===== config.mk =====
export PLATFORM = sky130hd
export DESIGN_NAME = rtc_bus_scheduler
export DESIGN_NICKNAME = d
export VERILOG_FILES = /design/src/rtl/rtc_bus_scheduler.sv
export SDC_FILE = /design/constraint.sdc
export NUM_CORES = 1
export LEC_CHECK = 0
export BUFFER_PORTS_ARGS = -buffer_cell sky130_fd_sc_hd__buf_2
export CORE_UTILIZATION = 47
export DETAILED_ROUTE_END_ITERATION = 6
export PLACE_DENSITY = 0.63
export RECOVER_POWER = 100
export SYNTH_ARGS = -nofsm -noshare
export SYNTH_HDL_FRONTEND = slang
export SYNTH_SLANG_ARGS = --single-unit

===== constraint.sdc =====
create_clock -name clock -period 2.54 [get_ports clock]
set_input_delay 0.254 -clock clock [delete_from_list [all_inputs] [get_ports clock]]
set_output_delay 0.254 -clock clock [all_outputs]
set_load 0.02 [all_outputs]

===== src/rtl/rtc_bus_scheduler.sv =====
// Shares the RTC bus engine between periodic read-refresh bursts and user write bursts, one register per transaction.
// Optional macro RTC_XFER_CMD_EN prefixes every burst with a transfer-command write to CMD_ADDR.
module rtc_bus_scheduler #(
  parameter int         N_REGS         = 9,
  parameter logic [7:0] BASE_ADDR      = 8'h21,
  parameter logic [7:0] CMD_ADDR       = 8'hF0,
  parameter int         REFRESH_CYCLES = 100000,
  parameter int         TIMEOUT_CYCLES = 1024
) (
  input  logic       clock,
  input  logic       reset,
  input  logic       en,
  input  logic       wr_req,
  input  logic       tx_done,
  output logic       tx_start,
  output logic       tx_write,
  output logic [7:0] tx_addr,
  output logic [3:0] reg_idx,
  output logic       cmd_phase,
  output logic       rd_valid,
  output logic       busy,
  output logic       wr_done,
  output logic       rd_done,
  output logic       err
);

`ifdef RTC_XFER_CMD_EN
  localparam logic CMD_EN = 1'b1;
`else
  localparam logic CMD_EN = 1'b0;
`endif

  localparam int RC_W = (REFRESH_CYCLES > 1) ? $clog2(REFRESH_CYCLES) : 1;
  localparam int TO_W = (TIMEOUT_CYCLES > 1) ? $clog2(TIMEOUT_CYCLES) : 1;
  localparam logic [RC_W-1:0] REFRESH_LAST = RC_W'(REFRESH_CYCLES - 1);
  localparam logic [TO_W-1:0] TIMEOUT_LAST = TO_W'(TIMEOUT_CYCLES - 1);
  localparam logic [3:0]      IDX_LAST     = 4'(N_REGS - 1);

  typedef enum logic [1:0] {IDLE, WAIT, GAP} state_t;

  state_t          state;
  logic            burst_wr;
  logic            wr_pending;
  logic            rd_pending;
  logic [RC_W-1:0] refresh_cnt;
  logic [TO_W-1:0] tmo_cnt;

  logic       refresh_expire;
  logic       wr_start;
  logic       rd_start;
  logic [3:0] idx_next;

  assign refresh_expire = en && (refresh_cnt == REFRESH_LAST);
  assign wr_start       = (state == IDLE) && en && wr_pending;
  assign rd_start       = (state == IDLE) && en && !wr_pending && rd_pending;
  // The command transaction keeps the index at 0, so the first data register follows it.
  assign idx_next       = cmd_phase ? 4'd0 : reg_idx + 4'd1;

  always_ff @(posedge clock) begin
    if (reset) begin
      state       <= IDLE;
      tx_start    <= 1'b0;
      tx_write    <= 1'b0;
      tx_addr     <= 8'd0;
      reg_idx     <= 4'd0;
      cmd_phase   <= 1'b0;
      rd_valid    <= 1'b0;
      busy        <= 1'b0;
      wr_done     <= 1'b0;
      rd_done     <= 1'b0;
      err         <= 1'b0;
      burst_wr    <= 1'b0;
      wr_pending  <= 1'b0;
      rd_pending  <= 1'b0;
      refresh_cnt <= '0;
      tmo_cnt     <= '0;
    end else begin
      tx_start <= 1'b0;
      rd_valid <= 1'b0;
      wr_done  <= 1'b0;
      rd_done  <= 1'b0;
      err      <= 1'b0;

      if (!en || refresh_expire) refresh_cnt <= '0;
      else                       refresh_cnt <= refresh_cnt + RC_W'(1);

      if (!en)                                 wr_pending <= 1'b0;
      else if (wr_start)                       wr_pending <= 1'b0;
      else if (wr_req && !(busy && burst_wr))  wr_pending <= 1'b1;

      // A refresh expiring on the same edge a read burst starts is kept, not lost.
      if (!en)                 rd_pending <= 1'b0;
      else if (refresh_expire) rd_pending <= 1'b1;
      else if (rd_start)       rd_pending <= 1'b0;

      case (state)
        IDLE: begin
          if (wr_start || rd_start) begin
            state     <= WAIT;
            busy      <= 1'b1;
            burst_wr  <= wr_pending;
            tx_write  <= wr_pending | CMD_EN;
            cmd_phase <= CMD_EN;
            reg_idx   <= 4'd0;
            tx_addr   <= CMD_EN ? CMD_ADDR : BASE_ADDR;
            tx_start  <= 1'b1;
            tmo_cnt   <= '0;
          end
        end
        WAIT: begin
          if (tx_done) begin
            rd_valid <= !burst_wr && !cmd_phase;
            if (!en || (!cmd_phase && reg_idx == IDX_LAST)) begin
              state   <= IDLE;
              busy    <= 1'b0;
              wr_done <= en && burst_wr;
              rd_done <= en && !burst_wr;
            end else begin
              state <= GAP;
            end
          end else if (tmo_cnt == TIMEOUT_LAST) begin
            err   <= 1'b1;
            state <= IDLE;
            busy  <= 1'b0;
          end else begin
            tmo_cnt <= tmo_cnt + TO_W'(1);
          end
        end
        GAP: begin
          if (!en) begin
            state <= IDLE;
            busy  <= 1'b0;
          end else begin
            state     <= WAIT;
            tx_start  <= 1'b1;
            tmo_cnt   <= '0;
            tx_write  <= burst_wr;
            cmd_phase <= 1'b0;
            reg_idx   <= idx_next;
            tx_addr   <= BASE_ADDR + {4'd0, idx_next};
          end
        end
        default: state <= IDLE;
      endcase
    end
  end

endmodule

==> results of run 1 <==
-- worst register-to-register path: stages (launching register included) --
cell	delay (ns)
dfxtp_1	0.38
ha_1	0.21
nand4_1	0.27
or3_4	0.48
or4_1	0.52
a21oi_1	0.16
-- power by group through the flow --
stage	Combinational, µW	Sequential [µW]	Clock [µW]
final	210	805	467
after global placement	218	823	0
after CTS	220	805	485
after detailed placement	218	823	0
after global routing	234	810	505
after floorplan	149	839	0
-- cell type report --
type | count | area [µm²]
Fill cell | 457 | 2190
Multi-Input combinational cell | 211 | 1340
Sequential cell | 49 | 981
Timing Repair Buffer | 26 | 114
Tap cell | 67 | 83.8
Clock buffer | 5 | 68.8
Inverter | 15 | 56.3
Clock inverter | 3 | 22.5
-- placed cells by master, fill, tap and decap left out, drive strengths merged, types with 8 or more instances in the layout --
| cell type | netlist | routed |
|---|---|---|
| nor2 | 30 | 30 |
| dfxtp | 49 | 49 |
| ha | 9 | 9 |
| inv | 15 | 15 |
| o21ai | 11 | 11 |
| nor4 | 8 | 8 |
| xnor2 | 11 | 11 |
| a21oi | 19 | 19 |
| clkbuf | 7 | 24 |
| nand2 | 17 | 17 |
| nand3 | 20 | 20 |
-- state kept, by name, indices dropped and copies added, names as in the netlist, 2 cells and up --
register     count
state            2
refresh_cnt     17
reg_idx          4
tx_addr          6
tmo_cnt         10
-- per-stage QoR --
stage               hold WS (ns)  util [%]
floorplan                  0.429         -
global placement           0.441      53.8
detailed placement         0.442      53.8
CTS                        0.159      55.6
global route               0.178      54.9
finish                     0.174      54.9
-- cell families after synthesis --
family / after synthesis
AOI/OAI and AO/OA: 61
xor gates and xnor gates: 17
adders and majority gates: 9
buffers and inverters: 29
DFF: 49
muxes: 4
other: 1
and+or+nand+nor: 117
-- final timing paths --
kind         depth (start not counted)            from         endpoint
min reg2reg                          2      tx_addr[2]       tx_addr[2]
max                                  5  refresh_cnt[0]  refresh_cnt[16]
min                                  2           reset         burst_wr
max reg2reg                          5  refresh_cnt[0]  refresh_cnt[16]
-- per-layer routing --
metal  wire length, µm  vias to the layer above
met4                68                        0
li1                  -                     1069
met1              2660                      931
met3               153                        5
met5                 0                        -
met2              2070                       32
==> results.sh, run 1 <==
export IMPL_p_int_uw=1060
export IMPL_totalPowerFinal_uw=1480
export IMPL_crit_path_max_incr_delay_ns=0.52
export IMPL_grtUsageMet2_pct=28.2
export IMPL_routed_wl_um=4950
export IMPL_cts_sinks=49
export IMPL_htreeDepth=2
export IMPL_finalCritPeriodShare_pct=82.3
export IMPL_irDropWorstVdd_v=0.000326
export IMPL_first_iter_violations=120
export IMPL_hold_violations=0
export IMPL_path_max_fanout=6
export IMPL_rsz0062_at_grt="no"
export IMPL_dpl_worst_slack_ns=0.502
export IMPL_synth_seq_area_share_pct=40.2
export IMPL_synth_fa_ha_area_share_pct=4.62
export IMPL_cts_clk_slew_worst_paths_ns=0.10
export IMPL_drcViolationCount=0
export IMPL_synth_edf_count=0
export IMPL_rows=25
export IMPL_crit_required_ns=2.78
export IMPL_async_flop_share_pct=0
export IMPL_antenna_found_initial=0
export IMPL_die_y_um=74.1
export IMPL_comb_power_share_pct=14.2
export IMPL_synth_warnings=0
export IMPL_worst_slew_margin_rel_pct=59.7
export IMPL_design_core_area_mm2=0.00485
export IMPL_powerDensity_mw_per_mm2=557
export IMPL_p_clk_share_pct=31.5
export IMPL_synth_avg_cell_area_um2=8.50
export IMPL_yosysMostFrequentCell="dfxtp_1"
export IMPL_ys_ff_latch=49
export IMPL_synth_xor_xnor_area_share_pct=6.10
export IMPL_period_needed_ns=2.09
export IMPL_final_cells=376
export IMPL_cts_buffers=5
export IMPL_vias_per_cell=5.42
export IMPL_dp_hpwl_um=3490
export IMPL_die_area_mm2=0.00548
export IMPL_fmax_mhz=478
export IMPL_yosys_area_top_type="dfxtp_1"
export IMPL_ant_nets=0
export IMPL_synthMuxAreaShare_pct=1.69
export IMPL_met3_usage_pct=3.25
export IMPL_path_buf_inv=0
export IMPL_fin_skew_ns=0.0112
export IMPL_reg2reg_slack_ns=0.45
export IMPL_grt_pass1_vias=1761
export IMPL_drive_gt1_share_pct=7.12
export IMPL_grt_usage_pct=19.2
export IMPL_use_met1_pct=27.6
export IMPL_slowest_stage="or4_1"
export IMPL_setup_viol=0
export IMPL_grt_max_degree=21
export IMPL_startpoint_type="flip-flop"
export IMPL_num_antenna_cells=0
export IMPL_path_class="reg -> reg"
export IMPL_synth_top_area_share_pct=40.2
export IMPL_crit_chain="ha_1 > nand4_1 > or3_4 > or4_1 > a21oi_1"
export IMPL_fin_setup_tns_ns=0
export IMPL_worst_slack_ns=0.450
export IMPL_status="completed"
export IMPL_cp_arrival_ns=2.33
export IMPL_maxCapViolations=0
export IMPL_portBuffers=21
export IMPL_drt_pre_antenna_iters=4
export IMPL_synthTopCellsByArea="dfxtp_1 (40%), ha_1 (4.6%), nor2_1 (4.6%)"
export IMPL_synth_top_family_by_area="simple AND/OR/NAND/NOR gates"
export IMPL_vias=2037
export IMPL_synth_compound_area_share_pct=16.4
export IMPL_crit_family="simple AND/OR/NAND/NOR gates"
export IMPL_synth_ff_type="dfxtp_1"
export IMPL_routedWlPerCell_um=13.2
export IMPL_start_util_pct=50.3
export IMPL_swShare_pct=28.8
export IMPL_final_max_slew_violation_count=0
export IMPL_p_sw_uw=427
export IMPL_synthDistinctLibCells=57
export IMPL_nNetsFinal=322
export IMPL_hold_buffers=0
export IMPL_worstHoldPathType="in -> reg"
export IMPL_syn_area_mm2=0.00244
export IMPL_endpoint_kind="flip-flop"
export IMPL_cts_tree="yes"
export IMPL_busiest_layer="met2"
export IMPL_p_leak_uw=0.000858
export IMPL_seq_power_share_pct=54.3
export IMPL_synthTopCellsByCount="dfxtp_1 (49), nor2_1 (30), a21oi_1 (19)"
export IMPL_syn_to_final_growth_pct=9.13
export IMPL_post_cts_resized=0
export IMPL_grt_first_pass_wirelength_um=8140
export IMPL_final_area_mm2=0.00266
export IMPL_place_area_mm2=0.00261
export IMPL_pin_count=25
export IMPL_clk_latency_ns=0.31
export IMPL_cts_root_buf="clkbuf_8"
export IMPL_worst_pin_slew_ns=0.604
export IMPL_dp_cells=368
export IMPL_clk_path_buf_depth=2
export IMPL_fp_dieW_um=74.1
export IMPL_place_gp_congestion=0.749
export IMPL_grt_remaining_overflow=0
export IMPL_yosys_area_share_simple_pct=25.7
export IMPL_syn_inst=287
export IMPL_postCtsSetupBuffers=0
(Power assumes the default switching activity.)
==> run 2: changes to the inputs <==
==> constraint.sdc (replaced) <==
create_clock -name clock -period 2.1 [get_ports clock]
set_input_delay 0.21 -clock clock [delete_from_list [all_inputs] [get_ports clock]]
set_output_delay 0.21 -clock clock [all_outputs]
set_load 0.02 [all_outputs]
==> results.sh, run 2 (synthesis gave the netlist of run 1 again) <==
export IMPL_worst_slack_ns=0.150
export IMPL_grt_first_pass_wirelength_um=8540
export IMPL_ant_nets=0
export IMPL_clk_path_buf_depth=2
export IMPL_worst_pin_slew_ns=0.544
export IMPL_first_iter_violations=93
export IMPL_num_antenna_cells=0
export IMPL_fp_dieW_um=74.1
export IMPL_powerDensity_mw_per_mm2=706
export IMPL_drcViolationCount=0
export IMPL_hold_buffers=0
export IMPL_start_util_pct=50.3
export IMPL_syn_to_final_growth_pct=12.5
export IMPL_path_max_fanout=8
export IMPL_comb_power_share_pct=14.3
export IMPL_crit_chain="inv_1 > ha_1 > nor3b_1 > nor3_1 > a211o_1 > o221ai_1"
export IMPL_final_max_slew_violation_count=0
export IMPL_cts_sinks=49
export IMPL_place_gp_congestion=0.812
export IMPL_finalCritPeriodShare_pct=92.9
export IMPL_grt_remaining_overflow=0
export IMPL_irDropWorstVdd_v=0.000409
export IMPL_routedWlPerCell_um=13.2
export IMPL_antenna_found_initial=0
export IMPL_htreeDepth=2
export IMPL_grt_pass1_vias=1872
export IMPL_cp_arrival_ns=2.18
export IMPL_cts_root_buf="clkbuf_8"
export IMPL_reg2reg_slack_ns=0.15
export IMPL_cts_buffers=5
export IMPL_dp_hpwl_um=3650
export IMPL_largest_reg_flops=17
export IMPL_endpoint_kind="flip-flop"
export IMPL_status="completed"
export IMPL_drive_gt1_share_pct=9.18
export IMPL_path_class="reg -> reg"
export IMPL_final_area_mm2=0.00275
export IMPL_setup_viol=0
export IMPL_final_cells=383
export IMPL_period_needed_ns=1.95
export IMPL_portBuffers=21
export IMPL_seq_power_share_pct=50.2
export IMPL_p_leak_uw=0.000893
export IMPL_drt_pre_antenna_iters=4
export IMPL_dpl_worst_slack_ns=0.123
export IMPL_design_core_area_mm2=0.00485
export IMPL_fmax_mhz=513
export IMPL_final_util_pct=56.6
export IMPL_dp_cells=375
export IMPL_final_cell_mix="dfxtp_1 (49), nor2_1 (30), clkbuf_1 (20), a21oi_1 (19), nand3_1 (18)"
export IMPL_slowest_stage="nor3b_1"
export IMPL_crit_start="state[0]"
export IMPL_nNetsFinal=329
export IMPL_final_common_cell="dfxtp_1"
export IMPL_grt_max_degree=24
export IMPL_crit_path_max_incr_delay_ns=0.48
export IMPL_p_clk_share_pct=35.5
export IMPL_vias=2092
export IMPL_startpoint_type="flip-flop"
export IMPL_reg_largest_list="refresh_cnt (17), tmo_cnt (10), tx_addr (6)"
export IMPL_die_area_mm2=0.00548
export IMPL_rsz0062_at_grt="no"
export IMPL_cts_tree="yes"
export IMPL_reg2reg_to="tmo_cnt[2]"
export IMPL_p_sw_uw=529
export IMPL_min_to="err"
export IMPL_routed_wl_um=5050
export IMPL_rows=25
export IMPL_worst_slew_margin_rel_pct=63.3
export IMPL_swShare_pct=27.3
export IMPL_hold_depth=2
export IMPL_fin_setup_tns_ns=0
export IMPL_pin_count=25
export IMPL_worstHoldPathType="in -> reg"
export IMPL_min_delay_start="tx_done"
export IMPL_fin_skew_ns=0.00791
export IMPL_r2r_cells=6
export IMPL_maxCapViolations=0
export IMPL_postCtsSetupBuffers=0
export IMPL_r2r_start="state[0]"
export IMPL_regMostFlops="refresh_cnt"
export IMPL_place_area_mm2=0.00266
export IMPL_hold_violations=0
export IMPL_p_int_uw=1410
export IMPL_crit_required_ns=2.33
export IMPL_clk_latency_ns=0.31
export IMPL_vias_per_cell=5.46
export IMPL_cts_clk_slew_worst_paths_ns=0.09
export IMPL_grt_usage_pct=20.3
export IMPL_n_fill_cell=476
export IMPL_die_y_um=74.1
[run 2: changes by cell type in the layout (fill, tap and decap cells not counted), sizes merged]
cell      previous run  this run
clkbuf              24        28
buf                  7        10
bufinv               0         1
clkinvlp             0         1
clkinv               3         1
[run 2: repair_timing]
| action | in CTS | in global routing |
|---|---|---|
| hold endpoints to repair | 0 | 0 |
| endpoints found under the setup margin | 0 | 9 |
| resized for setup | 0 | 2 |
[run 2: critical path, delay by kind of cell (launching register included)]
kind / cells / cell delay [ns]
AND/OR/NAND/NOR: 2 / 0.61
buffers and inverters: 1 / 0.09
adder cells (fa/ha/maj): 1 / 0.22
AO/OA/AOI/OAI: 2 / 0.61
flip-flops: 1 / 0.35
[run 2: power groups by stage]
| stage | clock, µW | sequential, µW | combinational, µW |
|---|---|---|---|
| 3_3_place_gp | 0 | 995 | 288 |
| 2_1_floorplan | 0 | 1010 | 180 |
| 4_1_cts | 707 | 974 | 289 |
| 6_report | 688 | 974 | 277 |
| 3_5_place_dp | 0 | 996 | 286 |
| 5_1_grt | 748 | 979 | 307 |
[run 2: metal layers]
metal / GRT usage, % / share of wire [%]
met1: 28.5 / 54
met2: 30.5 / 41
met3: 4.07 / 3.6
met4: 8.12 / 1.5
met5: 0 / 0
[run 2: worst max path at each step]
stage                     cells past startpoint  slack (ns)         endpoint
final                                         6        0.15       tmo_cnt[2]
after global routing                          5        0.02  refresh_cnt[16]
after CTS                                     6         0.1       tmo_cnt[2]
after detailed placement                      6        0.12       tmo_cnt[2]
after global placement                        6        0.12       tmo_cnt[2]
after floorplan                               7        0.27       tmo_cnt[2]
[run 2: area by class of cell]
| class | count | area (µm²) | share of cell area [%] |
|---|---|---|---|
| Clock inverter | 3 | 46.3 | 1.69 |
| Timing Repair Buffer | 33 | 158 | 5.74 |
| Sequential cell | 49 | 981 | 35.7 |
| Multi-Input combinational cell | 211 | 1350 | 49.2 |
| Inverter | 15 | 56.3 | 2.05 |
| Tap cell | 67 | 83.8 | 3.05 |
| Clock buffer | 5 | 68.8 | 2.51 |
[run 2: stage by stage]
| stage | power (µW) | hold WS (ns) |
|---|---|---|
| 2_1_floorplan | 1200 | 0.429 |
| 3_3_place_gp | 1280 | 0.436 |
| 3_5_place_dp | 1280 | 0.443 |
| 4_1_cts | 1970 | 0.163 |
| 5_1_grt | 2030 | 0.166 |
| 6_report | 1940 | 0.160 |
